$ cat config.mk
export PLATFORM = sky130hd
export DESIGN_NAME = i2c_phase_clock_unit
export DESIGN_NICKNAME = d
export VERILOG_FILES = /design/src/rtl/i2c_phase_clock_unit.sv
export SDC_FILE = /design/constraint.sdc
export NUM_CORES = 1
export LEC_CHECK = 0
export CAP_MARGIN = 25
export CELL_PAD_IN_SITES_DETAIL_PLACEMENT = 0
export CELL_PAD_IN_SITES_GLOBAL_PLACEMENT = 2
export CORE_ASPECT_RATIO = 0.6
export CORE_MARGIN = 3
export CORE_UTILIZATION = 37
export DETAILED_ROUTE_END_ITERATION = 10
export PLACE_DENSITY = 0.86
export SLEW_MARGIN = 20
export SYNTH_ARGS = -nofsm -noshare
export SYNTH_HDL_FRONTEND = slang
export SYNTH_SLANG_ARGS = --single-unit
$ cat constraint.sdc
create_clock -name clk -period 4.8 [get_ports clk]
set_input_delay 0.48 -clock clk [delete_from_list [all_inputs] [get_ports clk]]
set_output_delay 0.48 -clock clk [all_outputs]
set_load 0.05 [all_outputs]
$ cat src/rtl/i2c_phase_clock_unit.sv
// I2C bit-clock generator: divides clk into four quarter-phases per SCL period,
// drives the SCL pull-down and supports slave clock stretching with a timeout.
module i2c_phase_clock_unit #(
  parameter int COUNT_WIDTH   = 16,
  parameter int STRETCH_LIMIT = 100000
) (
  input  logic                   clk,
  input  logic                   reset,
  input  logic                   enable,
  input  logic [COUNT_WIDTH-1:0] clocksPerQuarter,
  input  logic                   stretchEnable,
  input  logic                   sclIn,
  output logic                   sclOut,
  output logic [1:0]             phase,
  output logic                   quarterTick,
  output logic                   riseTick,
  output logic                   sampleTick,
  output logic                   cycleDone,
  output logic                   stretching,
  output logic                   stretchTimeout
);

  localparam int STRETCH_WIDTH = $clog2(STRETCH_LIMIT + 1);
  localparam logic [STRETCH_WIDTH-1:0] STRETCH_MAX  = STRETCH_WIDTH'(STRETCH_LIMIT);
  localparam logic [STRETCH_WIDTH-1:0] STRETCH_LAST = STRETCH_WIDTH'(STRETCH_LIMIT - 1);
  localparam logic [STRETCH_WIDTH-1:0] STRETCH_ONE  = STRETCH_WIDTH'(1);
  localparam logic [COUNT_WIDTH-1:0]   COUNT_ONE    = COUNT_WIDTH'(1);

  typedef enum logic [1:0] {
    PH_LOW_FIRST   = 2'd0,
    PH_LOW_SECOND  = 2'd1,
    PH_HIGH_FIRST  = 2'd2,
    PH_HIGH_SECOND = 2'd3
  } phase_e;

  phase_e                   phaseQ, phaseD;
  logic [COUNT_WIDTH-1:0]   counterQ, counterD;
  logic [STRETCH_WIDTH-1:0] stretchCountQ, stretchCountD;
  logic                     stretchTimeoutQ, stretchTimeoutD;
  logic                     sclMetaQ, sclSyncQ;
  logic                     stretchActive;
  logic                     tickActive;

  // The raw pin is asynchronous; two flops before it may influence the divider.
  always_ff @(posedge clk or posedge reset) begin
    if (reset) begin
      sclMetaQ <= 1'b1;
      sclSyncQ <= 1'b1;
    end else begin
      sclMetaQ <= sclIn;
      sclSyncQ <= sclMetaQ;
    end
  end

  always_ff @(posedge clk or posedge reset) begin
    if (reset) begin
      phaseQ          <= PH_LOW_FIRST;
      counterQ        <= COUNT_ONE;
      stretchCountQ   <= '0;
      stretchTimeoutQ <= 1'b0;
    end else begin
      phaseQ          <= phaseD;
      counterQ        <= counterD;
      stretchCountQ   <= stretchCountD;
      stretchTimeoutQ <= stretchTimeoutD;
    end
  end

  // Reset forces the idle output levels even while enable is still held high.
  assign stretchActive = ~reset & enable & stretchEnable &
                         (phaseQ == PH_HIGH_FIRST) & ~sclSyncQ;
  assign tickActive    = ~reset & enable & ~stretchActive &
                         (counterQ >= clocksPerQuarter);

  always_comb begin
    phaseD          = phaseQ;
    counterD        = counterQ;
    stretchCountD   = stretchCountQ;
    stretchTimeoutD = stretchTimeoutQ;
    if (!enable) begin
      phaseD          = PH_LOW_FIRST;
      counterD        = COUNT_ONE;
      stretchCountD   = '0;
      stretchTimeoutD = 1'b0;
    end else if (stretchActive) begin
      counterD = COUNT_ONE;
      if (stretchCountQ != STRETCH_MAX) begin
        stretchCountD = stretchCountQ + STRETCH_ONE;
      end
      if (stretchCountQ == STRETCH_LAST) begin
        stretchTimeoutD = 1'b1;
      end
    end else begin
      stretchCountD = '0;
      if (tickActive) begin
        counterD = COUNT_ONE;
        phaseD   = phase_e'(phaseQ + 2'd1);
      end else begin
        counterD = counterQ + COUNT_ONE;
      end
    end
  end

  assign sclOut         = reset | ~enable | phaseQ[1];
  assign phase          = phaseQ;
  assign quarterTick    = tickActive;
  assign riseTick       = tickActive & (phaseQ == PH_LOW_SECOND);
  assign sampleTick     = tickActive & (phaseQ == PH_HIGH_FIRST);
  assign cycleDone      = tickActive & (phaseQ == PH_HIGH_SECOND);
  assign stretching     = stretchActive;
  assign stretchTimeout = stretchTimeoutQ;

endmodule

==> metrics <==
global-route wire length before repair 7.67 mm; Final Max Tran Viols 0; Final Skew between 7 and 8 ps; power per cell area between 200 and 250 nW/um^2; top cell type's share of synthesized area between 30% and 40%; syn_area_per_cell roughly 9 um^2; Synth cell types 38; hold depth 0; Die Width 107 um; Setup CP Type in2out; R2R setup slack 2200 ps; slowest stage delay, CP approximately 800 ps; CTS HTree Levels 2; reg2reg end counterQ[0]; TritonCTS Buffers 5; Post-synth EDFFs 0; mux cell area share after synthesis 0.881%; VDD IR-drop max ~0.11 mV; M3 GR Usage under 10%; simple-gate area share of the yosys netlist 23.7%; reg2reg start counterQ[0]; clk buf depth 2; via density per instance roughly 4.7; Total Routing Usage GR around 14%; vias in the first global route about 1600; # IOs 30; Static Leak roughly 1.2 nW; TritonCTS Sinks 38; Area growth syn-to-layout 20.3%; Setup WS pre-CTS 851 ps; die area around 7000 um^2; Max Fclk 251 MHz; pin count of the biggest net entering global routing 39; DRC marker count from the first detailed-route iteration 48; root buffer cell clkbuf_8; clock transition at the registers of the reported paths approximately 80 ps; Post-Route WL about 4.5 mm; met2 GRT Util between 10% and 20%; CP dominant cell by count clkdlybuf4s50_1; Antenna Nets Post-Route 0; prevailing post-synth register cell dfrtp_1; nets@finish approximately 320; Core ar. around 5800 um^2; CTS tree done; Synth area leader dfrtp_1; status finished clean; warning count from the yosys run 0; Setup Buffers After CTS 0; Clk Latency, worst-skew pair 290 ps; Max-cap violations 0; CP Buf/Inv Count 3; Seq/Total Area, Yosys a little over two fifths; Inst Count DP approximately 350; most frequent cells in the layout dfrtp_1 (35), nor2_1 (30), clkdlybuf4s50_1 (29); Hold Path End sclSyncQ; hold wc startpoint sclMetaQ; Least-Margin Pin Slew just under 600 ps; Die Ht between 60 and 70 um; dpl hpwl 3.42 mm; Mapped Nets about 290; worst-path cell chain clkdlybuf4s50_1 > inv_1 > ha_1 > nand4_1 > nor3_1 > o311ai_1 > nand3_1 > and3_1 > and2_1 > clkdlybuf4s50_1; top cells by area, synth dfrtp_1 (39%), ha_1 (12%), xor2_1 (6.5%); Largest delay share family, worst path buffers and inverters; initial antenna violation count 0; RSZ-0062 raised after global routing false; gpl congestion around 0.72; Wirelength per Cell 12.6 um; Hold WC Path Type reg2reg; # port buffers 29; post-synthesis compound-gate area fraction approximately 6.8%; drt drc 0; row cnt 21; Crit-path slowest cell clkdlybuf4s50_1; startpoint types primary input; worst endpoint required time 4320 ps; Pre-antenna DRT Iters 4; PnR worst setup slack 812 ps; Post-synth ARST share 100%; global route overflow 0; Antenna diodes 0; Vias around 1700; commonest non-fill, non-tap cell in the layout dfrtp_1; layout cells sized above 1 5.36%; xor/xnor share of the synthesized area ~9%; Adder-Cell Fraction of Synth Area 12.1%; grt peak-use layer met1; Worst R2R Path Depth 8; slew margin rel. around 61%; #FFs+latches synth 38; TNS Setup 0 ps; Crit Path Max Fanout 6; Final min period approximately 4000 ps; final hold viol count 0; CP Capture Type output pin; WP data arrival 3510 ps; Global Route met1 Usage between 20% and 30%; Post-CTS Resized 0; Starting Density about two fifths; Hold Buf Count CTS 0; Final Cycle Share 83.1%; mapped cell area approximately 2300 um^2; cell count after synthesis 248; largest family of logic cells by synthesized area simple AND/OR/NAND/NOR gates; non-filler instance count after layout 360; # setup viols final 0
[cells in the mapped netlist, types with 2 or more instances]
library cell / number
a21oi_1: 11
and2_1: 3
and3_1: 2
and4_1: 2
buf_2: 2
clkbuf_1: 3
dfrtp_1: 35
dfstp_2: 3
ha_1: 22
inv_1: 26
mux2i_1: 2
nand2_1: 21
nand2b_1: 3
nand3_1: 14
nand4_1: 9
nor2_1: 30
nor2b_1: 5
nor3_1: 3
o21ai_0: 8
or3_1: 5
xnor2_1: 6
xor2_1: 17
[power by group]
| group | internal (mW) | switching, mW |
|---|---|---|
| combinational | 0.0417 | 0.0374 |
| clock | 0.115 | 0.113 |
| sequential | 0.331 | 0.0130 |
| total | 0.489 | 0.164 |
[registers in the layout, indices dropped and copies added (netlist names)]
name	cells
counterQ	16
phase	2
sclMetaQ	1
sclSyncQ	1
stretchCountQ	17
stretchTimeout	1
[worst reg2reg max path, delay by kind of cell, from the launching register on]
family | cells | cell delay [ps]
and+or+nand+nor | 3 | 500
AOI/OAI and AO/OA | 3 | 1170
buffers and inverters | 1 | 50
DFF | 1 | 560
adders and majority gates | 1 | 270
[metal layers]
| metal | vias up | routed length (um) |
|---|---|---|
| met1 | 756 | 2670 |
| met3 | 7 | 220 |
| met5 | - | 0 |
| li1 | 889 | - |
| met2 | 33 | 1580 |
| met4 | 0 | 57 |
[how the worst max path moves through the flow]
stage                                    start         end  slack, ps  cells after the start
after floorplan           clocksPerQuarter[14]   cycleDone       1760                      9
after global placement    clocksPerQuarter[14]    riseTick        880                     10
after detailed placement  clocksPerQuarter[14]    riseTick        850                     10
after CTS                 clocksPerQuarter[14]    riseTick        840                     10
after global routing      clocksPerQuarter[13]  sampleTick        600                     10
final                     clocksPerQuarter[14]    riseTick        810                     10
[final cells by class]
cell class,count,area [um^2]
flip-flops and latches,38,955
clock buffers,6,82.6
inverters,26,97.6
fillers,563,3020
well taps,80,100
multi-input cells,178,1190
clock inverters,2,12.5
repair buffers,30,298
[kinds of logic after synthesis]
group                      after synthesis
muxes                                    2
AOI/OAI and AO/OA                       26
buffers and inverters                   32
xor gates and xnor gates                23
and+or+nand+nor                        105
DFF                                     38
adders and majority gates               22
[stage by stage]
| step | power [mW] | area [um^2] | util [%] | hold WS, ps |
|---|---|---|---|---|
| after global placement | 0.429 | 2640 | 45.9 | 349 |
| after CTS | 0.664 | 2730 | 47.5 | 362 |
| after detailed placement | 0.431 | 2640 | 45.9 | 351 |
| after global routing | 0.694 | 2730 | 47.5 | 368 |
| final | 0.652 | 2730 | 47.5 | 360 |
| after floorplan | 0.400 | 2270 | - | 345 |
(Power assumes the default switching activity.)
